File: config.mk
export PLATFORM = sky130hd
export DESIGN_NAME = weapon_attack
export DESIGN_NICKNAME = d
export VERILOG_FILES = /design/src/rtl/weapon_pkg.sv /design/src/rtl/hitbox_overlap.sv /design/src/rtl/weapon_attack.sv
export SDC_FILE = /design/constraint.sdc
export NUM_CORES = 1
export LEC_CHECK = 0
export BUFFER_PORTS_ARGS = -buffer_cell sky130_fd_sc_hd__clkbuf_2
export CAP_MARGIN = 25
export CORE_MARGIN = 2
export CORE_UTILIZATION = 55
export DETAILED_ROUTE_END_ITERATION = 6
export HOLD_SLACK_MARGIN = 0.1
export PLACE_DENSITY_LB_ADDON = 0.15
export REMOVE_ABC_BUFFERS = 1
export SLEW_MARGIN = 20
export SYNTH_ARGS = -nofsm -noshare
export SYNTH_HDL_FRONTEND = slang
export SYNTH_SLANG_ARGS = --single-unit
File: constraint.sdc
create_clock -name clk -period 3.59 [get_ports clk]
set_input_delay 0.359 -clock clk [delete_from_list [all_inputs] [get_ports clk]]
set_output_delay 0.359 -clock clk [all_outputs]
set_load 0.05 [all_outputs]
File: src/rtl/weapon_pkg.sv
// Shared weapon/monster definitions: sprite state codes, facing directions
// and default sprite geometry. No ports; imported by the weapon blocks and
// by the monster module.
package weapon_pkg;

  typedef enum logic [3:0] {
    ST_WINDUP   = 4'h0,
    ST_ACTIVE   = 4'h1,
    ST_COOLDOWN = 4'h2,
    ST_IDLE     = 4'hf
  } weapon_state_e;

  localparam logic [1:0] DIR_R = 2'd0;
  localparam logic [1:0] DIR_L = 2'd1;
  localparam logic [1:0] DIR_D = 2'd2;
  localparam logic [1:0] DIR_U = 2'd3;

  localparam int DEF_REACH    = 16;
  localparam int DEF_HIT_SIZE = 16;
  localparam int DEF_MON_SIZE = 16;

  // 10-bit screen coordinate offset by +/- delta, clamped to 0..1023
  function automatic logic [9:0] coord_add_sat(input logic [9:0] base,
                                               input logic [9:0] delta);
    logic [10:0] sum;
    sum = {1'b0, base} + {1'b0, delta};
    return sum[10] ? 10'h3ff : sum[9:0];
  endfunction

  function automatic logic [9:0] coord_sub_sat(input logic [9:0] base,
                                               input logic [9:0] delta);
    return (base < delta) ? 10'h000 : (base - delta);
  endfunction

endpackage

File: src/rtl/hitbox_overlap.sv
// Axis-aligned box overlap test.
// Ports: a_h/a_v/a_size and b_h/b_v/b_size describe two square boxes by
// origin and side length; overlap is high when their interiors intersect.
// Touching edges do not count. Sums are done in 11 bits so boxes near the
// right/bottom screen edge do not wrap.
module hitbox_overlap (
  input  logic [9:0] a_h,
  input  logic [9:0] a_v,
  input  logic [9:0] a_size,
  input  logic [9:0] b_h,
  input  logic [9:0] b_v,
  input  logic [9:0] b_size,
  output logic       overlap
);

  logic [10:0] a_h_end, a_v_end, b_h_end, b_v_end;

  always_comb begin
    a_h_end = {1'b0, a_h} + {1'b0, a_size};
    a_v_end = {1'b0, a_v} + {1'b0, a_size};
    b_h_end = {1'b0, b_h} + {1'b0, b_size};
    b_v_end = {1'b0, b_v} + {1'b0, b_size};
    overlap = ({1'b0, a_h} < b_h_end) && ({1'b0, b_h} < a_h_end) &&
              ({1'b0, a_v} < b_v_end) && ({1'b0, b_v} < a_v_end);
  end

endmodule

File: src/rtl/weapon_attack.sv
// Player weapon controller: attack press -> WINDUP -> ACTIVE -> COOLDOWN.
// Ports: clk, rst (async, active-low), stage (0/f = no play), attack_btn,
// player_pos_h/v, player_dir, monster_pos_h/v, monster_is_dead in;
// weapon_state, hitbox_h/v, enable_weapon_collision, weapon_collision,
// hit_count out.
//
// state    | meaning
// IDLE     | weapon hidden, waiting for a press edge
// WINDUP   | swing started, hitbox latched, no collision yet
// ACTIVE   | hitbox live, at most one hit pulse per swing
// COOLDOWN | swing finished, presses ignored
module weapon_attack
  import weapon_pkg::*;
#(
  parameter int WINDUP_CYC   = 4,
  parameter int ACTIVE_CYC   = 16,
  parameter int COOLDOWN_CYC = 32,
  parameter int REACH        = DEF_REACH,
  parameter int HIT_SIZE     = DEF_HIT_SIZE,
  parameter int MON_SIZE     = DEF_MON_SIZE
) (
  input  logic       clk,
  input  logic       rst,
  input  logic [3:0] stage,
  input  logic       attack_btn,
  input  logic [9:0] player_pos_h,
  input  logic [9:0] player_pos_v,
  input  logic [1:0] player_dir,
  input  logic [9:0] monster_pos_h,
  input  logic [9:0] monster_pos_v,
  input  logic       monster_is_dead,
  output logic [3:0] weapon_state,
  output logic [9:0] hitbox_h,
  output logic [9:0] hitbox_v,
  output logic       enable_weapon_collision,
  output logic       weapon_collision,
  output logic [7:0] hit_count
);

  localparam logic [5:0] WINDUP_LD   = 6'(WINDUP_CYC - 1);
  localparam logic [5:0] ACTIVE_LD   = 6'(ACTIVE_CYC - 1);
  localparam logic [5:0] COOLDOWN_LD = 6'(COOLDOWN_CYC - 1);
  localparam logic [9:0] REACH_W     = 10'(REACH);
  localparam logic [9:0] HIT_W       = 10'(HIT_SIZE);
  localparam logic [9:0] MON_W       = 10'(MON_SIZE);

  weapon_state_e state_q;
  logic [5:0]    phase_cnt;
  logic          btn_prev;
  logic          hit_done;
  logic          press, play, overlap, hit_now;
  logic [9:0]    next_hb_h, next_hb_v;

  assign weapon_state = state_q;
  assign press        = attack_btn & ~btn_prev;
  assign play         = (stage != 4'h0) && (stage != 4'hf);
  assign hit_now      = (state_q == ST_ACTIVE) & overlap & ~monster_is_dead & ~hit_done;

  // Hitbox placed in front of the player, clamped to the screen
  always_comb begin
    next_hb_h = player_pos_h;
    next_hb_v = player_pos_v;
    case (player_dir)
      DIR_R:   next_hb_h = coord_add_sat(player_pos_h, REACH_W);
      DIR_L:   next_hb_h = coord_sub_sat(player_pos_h, REACH_W);
      DIR_D:   next_hb_v = coord_add_sat(player_pos_v, REACH_W);
      default: next_hb_v = coord_sub_sat(player_pos_v, REACH_W);
    endcase
  end

  hitbox_overlap u_overlap (
    .a_h    (hitbox_h),
    .a_v    (hitbox_v),
    .a_size (HIT_W),
    .b_h    (monster_pos_h),
    .b_v    (monster_pos_v),
    .b_size (MON_W),
    .overlap(overlap)
  );

  always_ff @(posedge clk or negedge rst) begin
    if (!rst) begin
      state_q                 <= ST_IDLE;
      phase_cnt               <= '0;
      btn_prev                <= 1'b1;   // held-through-reset button must not fire
      hit_done                <= 1'b0;
      hitbox_h                <= '0;
      hitbox_v                <= '0;
      enable_weapon_collision <= 1'b0;
      weapon_collision        <= 1'b0;
      hit_count               <= '0;
    end else begin
      btn_prev <= attack_btn;
      if (!play) begin
        state_q                 <= ST_IDLE;
        phase_cnt               <= '0;
        hit_done                <= 1'b0;
        hitbox_h                <= '0;
        hitbox_v                <= '0;
        enable_weapon_collision <= 1'b0;
        weapon_collision        <= 1'b0;
      end else begin
        enable_weapon_collision <= (state_q == ST_ACTIVE);
        weapon_collision        <= hit_now;
        if (hit_now) begin
          hit_done <= 1'b1;
          if (hit_count != 8'hff) hit_count <= hit_count + 8'd1;
        end
        case (state_q)
          ST_IDLE: begin
            if (press) begin
              state_q   <= ST_WINDUP;
              phase_cnt <= WINDUP_LD;
              hit_done  <= 1'b0;
              hitbox_h  <= next_hb_h;
              hitbox_v  <= next_hb_v;
            end
          end
          ST_WINDUP: begin
            if (phase_cnt == 6'd0) begin
              state_q   <= ST_ACTIVE;
              phase_cnt <= ACTIVE_LD;
            end else begin
              phase_cnt <= phase_cnt - 6'd1;
            end
          end
          ST_ACTIVE: begin
            if (phase_cnt == 6'd0) begin
              state_q   <= ST_COOLDOWN;
              phase_cnt <= COOLDOWN_LD;
            end else begin
              phase_cnt <= phase_cnt - 6'd1;
            end
          end
          ST_COOLDOWN: begin
            if (phase_cnt == 6'd0) state_q <= ST_IDLE;
            else                   phase_cnt <= phase_cnt - 6'd1;
          end
          default: begin
            state_q   <= ST_IDLE;
            phase_cnt <= '0;
          end
        endcase
      end
    end
  end

endmodule

==> Word-level counts from Yosys, hierarchy flattened <==
Index checks and enable logic that the tools add are counted.
{ "word_totals": {"ff_bits": 42, "latch_bits": 0, "mem_bits_rw": 0, "romBits": 0, "input_bits": 50, "word_cells": 89, "memories": 0} }
{ "classes": {"add_sub_neg": 10, "mul": 0, "div": 0, "order_cmp": 6, "n_eq_ne": 14, "n_shift": 0, "muxes": 30, "bitwise": 7, "n_reduce_logical": 13} }
{ "ops": {"columns": ["cell", "n"], "rows": [
  ["$mux 10", 10],
  ["$add 10x5->11 const B", 6],
  ["$lt 10x11->1", 4],
  ["$pmux 10 s2", 2],
  ["$mux 6", 5],
  ["$pmux 6 s4", 1],
  ["$lt 10x5->1 const B", 2],
  ["$mux 4", 5],
  ["$sub 10x5->10 const B", 2],
  ["$pmux 4 s4", 1],
  ["$ne 3x3->1 const B", 4],
  ["$add 8x1->8 const B", 1],
  ["$ne 8x8->1 const B", 1],
  ["$logic_not 6->1", 1],
  ["$mux 1", 6],
  ["$sub 6x1->6 const B", 1],
  ["$and 1x1->1", 4],
  ["$eq 4x1->1 const B", 1],
  ["$eq 4x2->1 const B", 1],
  ["$eq 4x4->1 const B", 1],
  ["$logic_and 1x1->1", 4],
  ["$logic_not 4->1", 1],
  ["$ne 4x4->1 const B", 1],
  ["$reduce_and 2->1", 2],
  ["other kinds (11)", 13]
]} }

==> Logic depth before layout (Yosys ltp) <==
Gate-level depths: netlist (run 1).
{ "depth": {"ltp_word": 12, "ltp_mapped": 12} }

==> Hierarchy <==
Synthesis (run 1) repeated with hierarchy kept, for this count alone.
{ "hier_totals": {"hier_cells": 590, "area_unflattened_um2": 4987.3} }
{ "modules_own_cells": {"columns": ["mod", "instances", "cells_each", "area_each_um2"], "rows": [
  ["weapon_attack", 1, 297, 2652.5],
  ["hitbox_overlap", 1, 293, 2334.7]
]} }

==> Worst setup path before layout (run 1) <==
Ideal clock, no wire load.
{ "synth_timing": {"path_kind": "flip-flop to flip-flop", "from": "reg hitbox_h[5]", "to": "reg hit_count[1]", "setup_ns": 0.128, "arrival_ns": 3.065, "slack_ns": 0.397, "stages_incl_launch_ff": 13, "n_path_buf": 1, "period_less_slack_ns": 3.193, "path_cell_list": "dfrtp_1 ha_1 nand3_1 xor2_1 ha_1 a21oi_1 nor2b_1 o21ai_0 o211ai_1 or4_1 buf_4 nor2_1 mux2_1"} }
{ "synth_via": {"elab_chain_cells": 9, "elab_cells_between_ends": 10, "cone_classes": "add/sub: 1; order compare: 2; bitwise: 3; reduce/logical: 4"} }
{ "synth_lines": {"columns": ["item", "line", "text"], "rows": [
  ["start, declared", "weapon_attack.sv:33", "output logic [9:0] hitbox_h,"],
  ["start signal, assigned", "weapon_attack.sv:115", "hitbox_h <= next_hb_h;"],
  ["$add 10x5->11", "hitbox_overlap.sv:19", "a_h_end = {1'b0, a_h} + {1'b0, a_size};"],
  ["$lt 10x11->1", "hitbox_overlap.sv:23", "overlap = ({1'b0, a_h} < b_h_end) && ({1'b0, b_h} < a_h_end) &&"],
  ["$logic_and 1x1->1 (*) (2 in a row)", "hitbox_overlap.sv:23", null],
  ["$logic_and 1x1->1 (*)", "hitbox_overlap.sv:24", "({1'b0, a_v} < b_v_end) && ({1'b0, b_v} < a_v_end);"],
  ["$and 1x1->1 (*) (3 in a row)", "weapon_attack.sv:57", "assign hit_now = (state_q == ST_ACTIVE) & overlap & ~monster_is_dead & ~hit_done;"],
  ["$reduce_and 3->1 (no line) (*)", null, null],
  ["end signal, assigned", "weapon_attack.sv:107", "if (hit_count != 8'hff) hit_count <= hit_count + 8'd1;"],
  ["end, declared", "weapon_attack.sv:37", "output logic [7:0] hit_count"]
]} }
Mark *: on every way between the ends. The rest lies on a longest branch, timed or not.
A chain may end at the register's enable or synchronous reset.

==> Worst setup path in the final report (run 1) <==
{ "layout_timing": {"from": "reg hitbox_h[4]", "to": "reg hit_count[1]"} }
The elaborated chain is that of the path after synthesis.

==> metrics.cfg, run 1 <==
[global_route]
grt_pass1_wl_um=14500
grt_pass1_vias=3263
grt_max_degree=42
grt_overflow=0
grt_util_met2_pct=41.1
antenna_found_initial=0
grtUsageTotal_pct=24.1
grt.busiest_layer=met2
grtUsageMet1_pct=32.1
met3_usage_pct=3.50

[timing]
worst_slew_pin_slew_ns=0.936
fmax_mhz=318
slew-limit-headroom_pct=37.4
rsz0062_at_grt=no
timing.final.crit_share_pct=87.5
finClkSkew_ns=0.00389
tns_ns=0
finalMaxSlewViolations=0
hold_viol_final=0
period_minus_slack_ns=3.14
setup_viol=0

[finish]
final_layout_size_suffix_gt1_share_pct=18.9
areaGrowthSynthToFinish_pct=17.1
fin_nets=627
fin_cells=610
n_antenna_cell=0

[route]
drtAntennaViolNets=0
wl_per_cell_um=14.1
totalWireLength_um=8600
firstDrtPassIters=4
drcViolationCount=0
vias_per_cell=5.84
via_count=3565
drtIter0Drc=176

[yosys]
synth_adder_area_share_pct=15.6
synth_seq_cells=41
synth_top_family_by_area=simple AND/OR/NAND/NOR gates
synth_flop_cell=dfrtp_1
synthMuxAreaShare_pct=0.867
synth-simple-area-share_pct=23.8
synth_area_per_cell_um2=7.88
synth_edf_count=0
yosysWarnings=0
synth_xor_area_share_pct=5.58
async_reset_ff_share_pct=100
syn_area_um2=3610
seq_area_frac_synth_pct=28.6
ys_types=53
syn_inst=458
synth_compound_area_share_pct=20.3

[clock_network]
clk_path_buf_depth=2
numCtsBuffers=5
clk_pin_slew_ns=0.08
clk_latency_ns=0.30
clockRootBuffer=clkbuf_8
cts_tree=done
h-tree-depth=2
cts.sink_count=41
postCtsSetupRepairBufs=0
cts-resized-gates=0

[power]
p_leak_nw=2.10
p_sw_share_pct=50.8
pwr-share-comb_pct=55.3
ir_worst_vdd_mv=0.581
switchingPower_mw=1.47
clkPwrFrac_pct=15.6
power.internal_mw=1.42
seqPwrFrac_pct=29.1
power.density_nw_per_um2=684

[floorplan]
dieArea_um2=7220
core_area_um2=6350
fp.dieW_um=85.0
die_h_um=85.0
start_util_pct=56.8
core.rowCount=29
pin_count=84

[setup_path]
crit_fanout=10
cp-end-kind=flip-flop
cp.arrival_ns=3.32
cp-start-kind=flip-flop
critPathMaxStageDelay_ns=0.71
crit_slowest_cell=or4_1
worstSetupPathType=reg -> reg
cpMostUsedCell=ha_1
rr_worst_depth=11
worst-endpoint-required_ns=3.77
crit_chain=ha_1, nand3_1, xor2_1, ha_1, a21oi_1, nor2b_1, o21ai_0, o211ai_1, or4_1, nor2_1, mux2_1

[job]
cap_violations=0

[place]
dp_hpwl_um=6790
io_buffers=83
placed_cells=600
place.gp.congestion=0.878

[hold_path]
hp-class=in -> reg
hold_depth=1

[run_status]
status=complete, no violations

==> metal layers <==
| layer | routed length, um | share of wire, % |
|---|---|---|
| met5 | 0 | 0 |
| met4 | 133 | 1.5 |
| met3 | 497 | 5.8 |
| met2 | 4130 | 48 |
| met1 | 3840 | 45 |
==> power by group through the flow <==
stage / clock network (mW) / registers, mW / logic, mW
CTS: 0.457 / 0.838 / 1.60
detailed placement: 0 / 0.847 / 1.59
global route: 0.478 / 0.867 / 1.77
global placement: 0 / 0.839 / 1.55
floorplan: 0 / 1.23 / 0.772
finish: 0.452 / 0.840 / 1.60
==> state kept, by name (all words and copies together), names as in the netlist <==
register / cells
phase_cnt: 6
enable_weapon_collision: 1
weapon_collision: 1
hitbox_v: 10
weapon_state: 3
btn_prev: 1
hit_done: 1
hit_count: 8
hitbox_h: 10
==> critical path, delay by kind of cell (launching register included) <==
kind / cells / cell delay, ns
adder cells (fa/ha/maj): 2 / 0.54
XOR/XNOR: 1 / 0.16
flip-flops: 1 / 0.47
multiplexers: 1 / 0.35
AO/OA/AOI/OAI: 3 / 0.39
AND/OR/NAND/NOR: 4 / 1.12
==> what timing repair did <==
action | 4_1_cts | 5_1_grt
setup endpoints to repair | 0 | 0
endpoints found under the hold margin | 0 | 13
hold buffers | 0 | 1
==> logic make-up after synthesis <==
group / Yosys count
AO/OA/AOI/OAI: 120
buffers and inverters: 49
multiplexers: 3
flip-flops: 41
AND/OR/NAND/NOR: 177
XOR/XNOR: 23
adder cells (fa/ha/maj): 45
==> synthesized netlist by cell type (all sizes together) (3+ instances only) <==
library cell,number,area share (%)
inv,30,3.1
nor2b,7,1.2
nor4,5,1.5
nand3,32,4.4
xor2,18,4.4
a31oi,3,0.52
or3,7,1.2
nand2b,5,0.87
and3,8,1.4
xnor2,5,1.2
a21oi,40,5.5
nand2,57,5.9
nor3,16,2.2
o211ai,6,1.2
nor2,30,3.1
nand4,4,0.69
dfstp,4,2.9
clkbuf,17,1.8
a22o,4,0.97
ha,45,16
o31ai,5,1.0
o21ai,40,5.5
dfrtp,37,26
==> final cells by class <==
class,count,area [um^2]
clock inverters,3,68.8
multi-input cells,368,2380
repair buffers,86,460
clock buffers,5,68.8
well taps,77,96.3
inverters,30,113
fillers,575,2130
flip-flops and latches,41,1030
==> cells in the final DEF, fill, tap and decap left out, types with 6 or more instances in the layout <==
cell type,netlist,layout
clkbuf_2,0,82
or3_1,7,7
nand3_1,32,32
inv_1,29,29
nor3_1,16,16
nor2b_1,7,7
o21ai_0,28,28
dfrtp_1,37,37
a21oi_1,40,40
nor2_1,30,30
ha_1,45,45
and3_1,8,8
o211ai_1,6,6
nand2_1,57,57
o21ai_1,12,12
xor2_1,18,18
==> stage by stage <==
| step | total power [mW] | utilization, % | cell area, um^2 | setup slack, ns | hold slack, ns |
|---|---|---|---|---|---|
| floorplan | 2.00 | - | 3530 | 0.326 | 0.0634 |
| global placement | 2.39 | 63.7 | 4050 | 0.464 | 0.449 |
| detailed placement | 2.44 | 63.7 | 4050 | 0.410 | 0.449 |
| CTS | 2.89 | 65.9 | 4190 | 0.430 | 0.151 |
| global route | 3.11 | 66.5 | 4220 | 0.208 | 0.141 |
| finish | 2.89 | 66.5 | 4220 | 0.448 | 0.155 |
==> final timing paths <==
kind                                          from                                 to  slack (ns)
setup reg to reg           hitbox_h[4]$_DFFE_PN0P_           hit_count[1]$_DFFE_PN0P_        0.45
setup / recovery           hitbox_h[4]$_DFFE_PN0P_           hit_count[1]$_DFFE_PN0P_        0.45
hold reg to reg                 hit_done$_DFF_PN0_         weapon_collision$_DFF_PN0_        0.47
max in group asynchronous                      rst            hitbox_h[5]$_DFFE_PN0P_        2.58
hold / removal                          attack_btn                 btn_prev$_DFF_PN1_        0.15
min in group asynchronous                      rst  enable_weapon_collision$_DFF_PN0_        0.54
Power figures use the tool's default switching activity.
==> inputs of run 2 (changes only) <==
PLACE_DENSITY = 0.81   (was default)
PLACE_DENSITY_LB_ADDON = default   (was 0.15)
==> run 2 against run 1 <==
  * Maximum frequency is 0.94% lower
  * Die area did not move
  * Sequential power up 1%
  * Largest cell class unchanged
==> metrics.cfg, run 2 (same netlist as run 1, synthesis figures left out) <==
[global_route]
grt_pass1_wl_um=14300  ; was 14500 um
grt_overflow=0  ; unchanged
antenna_found_initial=0  ; unchanged
grt_pass1_vias=3188  ; was 3263
grt_max_degree=42  ; unchanged
grtUsageTotal_pct=23.9  ; was 24.1%

[timing]
rsz0062_at_grt=no  ; unchanged
finalMaxSlewViolations=0  ; unchanged
finClkSkew_ns=0.0116  ; was 0.00389 ns
hold_viol_final=0  ; unchanged
hold_ws_ns=0.152  ; was 0.155 ns
setup_viol=0  ; unchanged
period_minus_slack_ns=3.17  ; was 3.14 ns
tns_ns=0  ; unchanged
timing.final.crit_share_pct=88.3  ; was 87.5%
slew-limit-headroom_pct=40.3  ; was 37.4%
fmax_mhz=315  ; was 318 MHz
worst_slew_pin_slew_ns=0.892  ; was 0.936 ns

[clock_network]
postCtsSetupRepairBufs=0  ; unchanged
clockRootBuffer=clkbuf_8  ; unchanged
clk_latency_ns=0.29  ; was 0.30 ns
h-tree-depth=2  ; unchanged
clk_path_buf_depth=2  ; unchanged
clk_pin_slew_ns=0.08  ; about the same
cts_tree=done  ; unchanged
numCtsBuffers=5  ; unchanged
cts-resized-gates=0  ; unchanged
cts.sink_count=41  ; unchanged

[job]
cap_violations=0  ; unchanged

[power]
pwr-share-comb_pct=56.7  ; was 55.3%
power.density_nw_per_um2=671  ; was 684 nW/um^2
power.internal_mw=1.35  ; was 1.42 mW
ir_worst_vdd_mv=0.646  ; was 0.581 mV
switchingPower_mw=1.47  ; about the same
p_leak_nw=2.09  ; was 2.10 nW
seqPwrFrac_pct=30.1  ; was 29.1%
p_sw_share_pct=52.1  ; was 50.8%
clkPwrFrac_pct=13.3  ; was 15.6%

[setup_path]
cp-start-kind=flip-flop  ; unchanged
endpoint=hit_count[1]$_DFFE_PN0P_  ; unchanged
cp-end-kind=flip-flop  ; unchanged
cp.arrival_ns=3.35  ; was 3.32 ns
reg2reg_from=hitbox_h[4]$_DFFE_PN0P_  ; unchanged
worst-endpoint-required_ns=3.77  ; about the same
rr_endpoint=hit_count[1]$_DFFE_PN0P_  ; unchanged
worstSetupPathType=reg -> reg  ; unchanged
startpoint=hitbox_h[4]$_DFFE_PN0P_  ; unchanged
crit_fanout=10  ; unchanged
reg2reg_slack_ns=0.42  ; was 0.45 ns
rr_worst_depth=11  ; unchanged

[place]
place.gp.congestion=0.905  ; was 0.878
io_buffers=83  ; unchanged
dp_hpwl_um=6840  ; was 6790 um

[floorplan]
core.rowCount=29  ; unchanged
fp.dieW_um=85.0  ; unchanged
core_area_um2=6350  ; unchanged
die_h_um=85.0  ; unchanged
dieArea_um2=7220  ; unchanged
start_util_pct=56.8  ; unchanged
pin_count=84  ; unchanged

[route]
drtAntennaViolNets=0  ; unchanged
drtIter0Drc=149  ; was 176
wl_per_cell_um=14.2  ; was 14.1 um
totalWireLength_um=8650  ; was 8600 um
drcViolationCount=0  ; unchanged
vias_per_cell=5.95  ; was 5.84
firstDrtPassIters=5  ; was 4
via_count=3634  ; was 3565

[hold_path]
hold_depth=1  ; unchanged
hp-class=in -> reg  ; unchanged

[finish]
n_antenna_cell=0  ; unchanged
post-route-util_pct=66.1  ; was 66.5%
areaGrowthSynthToFinish_pct=16.4  ; was 17.1%
largestRegisters=hitbox_h (10), hitbox_v (10), hit_count (8)  ; unchanged
final_common_cell=clkbuf_2  ; unchanged
final_cell_mix=82 x clkbuf_2, 57 x nand2_1, 45 x ha_1  ; unchanged
fin_nets=628  ; was 627
final_layout_size_suffix_gt1_share_pct=19.1  ; was 18.9%

[run_status]
status=complete, no violations  ; unchanged

## run 2: cell type report
class                           count  area, um^2
Sequential cell                    41        1030
Clock inverter                      3        46.3
Fill cell                         540        2150
Multi-Input combinational cell    368        2380
Inverter                           30         113
Timing Repair Buffer               87         460
Tap cell                           77        96.3
Clock buffer                        5        68.8
## run 2: timing repair
item / in CTS / in global routing
hold endpoints to repair: 0 / 7
hold buffers: 0 / 1
setup endpoints to repair: 0 / 0
## run 2: power by group through the flow
stage / combinational [mW] / sequential (mW) / clock, mW
after floorplan: 0.772 / 1.23 / 0
after global placement: 1.54 / 0.841 / 0
after detailed placement: 1.59 / 0.853 / 0
after CTS: 1.60 / 0.845 / 0.383
after global routing: 1.76 / 0.876 / 0.401
final: 1.60 / 0.848 / 0.374
## run 2: worst min path at each step
stage,endpoint,from
detailed placement,btn_prev$_DFF_PN1_,attack_btn
floorplan,enable_weapon_collision$_DFF_PN0_,rst
global placement,btn_prev$_DFF_PN1_,attack_btn
finish,btn_prev$_DFF_PN1_,attack_btn
global route,btn_prev$_DFF_PN1_,attack_btn
CTS,btn_prev$_DFF_PN1_,attack_btn
## run 2: through the flow
| stage | cell area (um^2) | std cells | power (mW) | setup WS, ns |
|---|---|---|---|---|
| 2_1_floorplan | 3530 | 439 | 2.00 | 0.326 |
| 3_3_place_gp | 4060 | 601 | 2.38 | 0.470 |
| 3_5_place_dp | 4060 | 601 | 2.44 | 0.377 |
| 4_1_cts | 4170 | 609 | 2.83 | 0.408 |
| 5_1_grt | 4200 | 611 | 3.03 | 0.231 |
| 6_report | 4200 | 611 | 2.82 | 0.419 |
## run 2: critical path, stage by stage (launching register included)
cell and delay, ns:
dfrtp_1 0.47, ha_1 0.24, nand3_1 0.10, xor2_1 0.16, ha_1 0.29, a21oi_1 0.15, nor2b_1 0.06, o21ai_0 0.17
o211ai_1 0.10, or4_1 0.72, nor2_1 0.26, mux2_1 0.34
## run 2: per-layer routing
metal  global-route usage (%)  routed length, um  share of wire, %  vias up
li1                         -                  -                 -     1792
met1                     32.9               3870                45     1716
met2                     40.6               4210                49      117
met3                     2.33                449               5.2        9
met4                     5.92                120               1.4        0
met5                        0                  0                 0        -
==> inputs of run 3 (changes only) <==
ABC_AREA = 1   (was default)
PLACE_DENSITY = 0.8   (was 0.81)
==> run 3 against run 2 <==
  * Sequential cell count unchanged
  * Largest cell class unchanged
  * Design area up 12%
  * Sequential share of layout area down 2.6 points
  * Synthesized cell count up 25%
  * Via count up 10%
  * Synthesized area up 11%
  * Combinational power up 2%
  * Highest routed layer unchanged
  * Final cell count up 24%
  * Clock skew up 0.0027 ns
  * Routed wire length up 14%
  * Die area up 11%
  * Total power up 1.8%
==> metrics.cfg, run 3 <==
[setup_path]
cp.arrival_ns=2.54  ; was 3.35 ns
reg2reg_from=hitbox_h[4]$_DFFE_PN0P_  ; unchanged
crit_family=simple AND/OR/NAND/NOR gates  ; unchanged
worstSetupPathType=reg -> reg  ; unchanged
crit_slowest_cell=dfrtp_1  ; was or4_1
cp_num_cells=14  ; was 11
critPathBufInv=0  ; unchanged
cpMostUsedCell=nand2_1  ; was ha_1
startpoint=hitbox_h[4]$_DFFE_PN0P_  ; unchanged
worst-endpoint-required_ns=3.79  ; was 3.77 ns
cp-start-kind=flip-flop  ; unchanged
critPathMaxStageDelay_ns=0.43  ; was 0.72 ns
rr_endpoint=hit_count[1]$_DFFE_PN0P_  ; unchanged
cp-end-kind=flip-flop  ; unchanged
crit_fanout=5  ; was 10
crit_chain=ha_1, nand2_1, nor2_2, xor2_1, ha_1, a21o_1, nand3_1, nand2_1, nor2_2, nand2_1, nor2_4, nand4_2, nand2_1, nand2_1  ; was ha_1, nand3_1, xor2_1, ha_1, a21oi_1, nor2b_1, o21ai_0, o211ai_1, or4_1, nor2_1, mux2_1
rr_worst_depth=14  ; was 11
endpoint=hit_count[1]$_DFFE_PN0P_  ; unchanged
reg2reg_slack_ns=1.25  ; was 0.42 ns

[route]
drcViolationCount=0  ; unchanged
drtAntennaViolNets=0  ; unchanged
totalWireLength_um=9880  ; was 8650 um
vias_per_cell=5.28  ; was 5.95
firstDrtPassIters=5  ; unchanged
wl_per_cell_um=13.0  ; was 14.2 um
drtIter0Drc=152  ; was 149
via_count=4011  ; was 3634

[yosys]
seq_area_frac_synth_pct=25.7  ; was 28.6%
netlist_top_cells_area=dfrtp_1 23%, nand2_1 14%, ha_1 14%  ; was dfrtp_1 26%, ha_1 16%, nand2_1 5.9%
synth_edf_count=0  ; unchanged
synth_area_per_cell_um2=7.01  ; was 7.88 um^2
synth_seq_cells=41  ; unchanged
syn_inst=573  ; was 458
yosysWarnings=0  ; unchanged
yosys.area.top_type=dfrtp_1  ; unchanged
ys_types=47  ; was 53
syn_area_um2=4020  ; was 3610 um^2
async_reset_ff_share_pct=100  ; unchanged
yosysMostFrequentCell=nand2_1  ; unchanged
ys_top_cells_by_count=152 x nand2_1, 82 x inv_1, 45 x ha_1, 45 x nor2_1, 37 x dfrtp_1  ; was 57 x nand2_1, 45 x ha_1, 40 x a21oi_1
synth.top_cell.area_share_pct=23.1  ; was 25.7%
synth_flop_cell=dfrtp_1  ; unchanged

[floorplan]
core_area_um2=7180  ; was 6350 um^2
die_h_um=89.4  ; was 85.0 um
start_util_pct=56.0  ; was 56.8%
dieArea_um2=8000  ; was 7220 um^2
fp.dieW_um=89.4  ; was 85.0 um
pin_count=84  ; unchanged
core.rowCount=31  ; was 29

[power]
clkPwrFrac_pct=16.1  ; was 13.3%
switchingPower_mw=1.48  ; was 1.47 mW
power.density_nw_per_um2=611  ; was 671 nW/um^2
p_leak_nw=2.59  ; was 2.09 nW
p_total_mw=2.87  ; was 2.82 mW
power.internal_mw=1.39  ; was 1.35 mW
ir_worst_vdd_mv=0.369  ; was 0.646 mV
p_sw_share_pct=51.5  ; was 52.1%
pwr-share-comb_pct=57.1  ; was 56.7%
seqPwrFrac_pct=26.8  ; was 30.1%

[timing]
timing.final.crit_share_pct=65.1  ; was 88.3%
period_minus_slack_ns=2.34  ; was 3.17 ns
setup_viol=0  ; unchanged
final.setup.worst_slack_ns=1.25  ; was 0.419 ns
tns_ns=0  ; unchanged
finClkSkew_ns=0.0143  ; was 0.0116 ns
rsz0062_at_grt=no  ; unchanged
fmax_mhz=428  ; was 315 MHz
finalMaxSlewViolations=0  ; unchanged
worst_slew_pin_slew_ns=0.566  ; was 0.892 ns
hold_ws_ns=0.154  ; was 0.152 ns
slew-limit-headroom_pct=62.3  ; was 40.3%
hold_viol_final=0  ; unchanged

[global_route]
grt_pass1_vias=3731  ; was 3188
grtUsageTotal_pct=25.4  ; was 23.9%
grt_overflow=0  ; unchanged
grt_max_degree=23  ; was 42
antenna_found_initial=0  ; unchanged
grt_pass1_wl_um=16200  ; was 14300 um

[finish]
largestRegisters=hitbox_h (10), hitbox_v (10), hit_count (8)  ; unchanged
final_common_cell=nand2_1  ; was clkbuf_2
multi_input_area_um2=2600  ; was 2380 um^2
n_antenna_cell=0  ; unchanged
post-route-util_pct=65.5  ; was 66.1%
fill_cells=632  ; was 540
fin_nets=754  ; was 628
areaGrowthSynthToFinish_pct=17.0  ; was 16.4%
final_layout_size_suffix_gt1_share_pct=20.2  ; was 19.1%
final_cell_mix=152 x nand2_1, 83 x clkbuf_2, 82 x inv_1  ; was 82 x clkbuf_2, 57 x nand2_1, 45 x ha_1
register_area_um2=1030  ; unchanged

[hold_path]
hold_depth=1  ; unchanged
hp-class=in -> reg  ; unchanged

[clock_network]
cts-resized-gates=0  ; unchanged
cts.sink_count=41  ; unchanged
numCtsBuffers=5  ; unchanged
h-tree-depth=2  ; unchanged
clk_pin_slew_ns=0.09  ; was 0.08 ns
cts_tree=done  ; unchanged
clk_latency_ns=0.30  ; was 0.29 ns
clk_path_buf_depth=2  ; unchanged
clockRootBuffer=clkbuf_8  ; unchanged

[job]
cap_violations=0  ; unchanged

[place]
io_buffers=83  ; unchanged
dp_hpwl_um=8030  ; was 6840 um
pre_cts_slack_ns=1.26  ; was 0.377 ns
place.gp.congestion=0.965  ; was 0.905

[run_status]
status=complete, no violations  ; unchanged

==> run 3: changes by cell type after synthesis, sizes merged, moves of 8 or more <==
cell | before | now
nand2 | 57 | 156
inv | 30 | 91
nor2 | 30 | 56
a21oi | 40 | 23
clkbuf | 17 | 1
nand4 | 4 | 20
o21ai | 40 | 31
and3 | 8 | 0
o22ai | 1 | 9
==> run 3: routing by layer <==
| layer | part of all wire (%) | vias up | GRT usage (%) | routed length [um] |
|---|---|---|---|---|
| li1 | - | 2053 | - | - |
| met1 | 46 | 1835 | 32.1 | 4510 |
| met2 | 49 | 104 | 45.5 | 4840 |
| met3 | 3.9 | 19 | 3.51 | 385 |
| met4 | 1.5 | 0 | 6.38 | 145 |
| met5 | 0 | - | 0 | 0 |
==> run 3: repair_timing <==
action / 4_1_cts / 5_1_grt
hold buffers: 1 / 0
buffers inserted: 0 / 0
endpoints found under the hold margin: 19 / 0
==> run 3: kinds of logic after synthesis <==
| group | synth area share (%) |
|---|---|
| AOI/OAI and AO/OA | 12.6 |
| and+or+nand+nor | 31.8 |
| adders and majority gates | 14.0 |
| xor gates and xnor gates | 6.33 |
| buffers and inverters | 9.60 |
| DFF | 25.7 |
==> run 3: area by class of cell <==
type	count	share of cell area [%]
clock inverters	3	1.46
flip-flops and latches	41	21.9
well taps	99	2.64
multi-input cells	433	55.3
inverters	93	7.54
repair buffers	85	9.64
clock buffers	5	1.46
==> run 3: how the worst min path moves through the flow <==
stage	start	end	slack (ns)
final	attack_btn	btn_prev$_DFF_PN1_	0.15
after floorplan	rst	enable_weapon_collision$_DFF_PN0_	0.06
after CTS	attack_btn	btn_prev$_DFF_PN1_	0.14
after global routing	attack_btn	btn_prev$_DFF_PN1_	0.14
after global placement	hit_done$_DFF_PN0_	weapon_collision$_DFF_PN0_	0.47
after detailed placement	rst	hitbox_v[3]$_DFFE_PN0P_	0.37
==> run 3: through the flow <==
stage               instances  instance area (um^2)
global placement          749                  4520
global route              759                  4700
floorplan                 567                  3980
detailed placement        750                  4550
CTS                       759                  4700
finish                    759                  4700
==> run 3: power groups by stage <==
stage,combinational (mW),clock (mW),sequential (mW)
floorplan,0.892,0,1.11
global placement,1.59,0,0.762
detailed placement,1.63,0,0.772
CTS,1.64,0.468,0.764
global route,1.82,0.486,0.785
finish,1.64,0.461,0.768
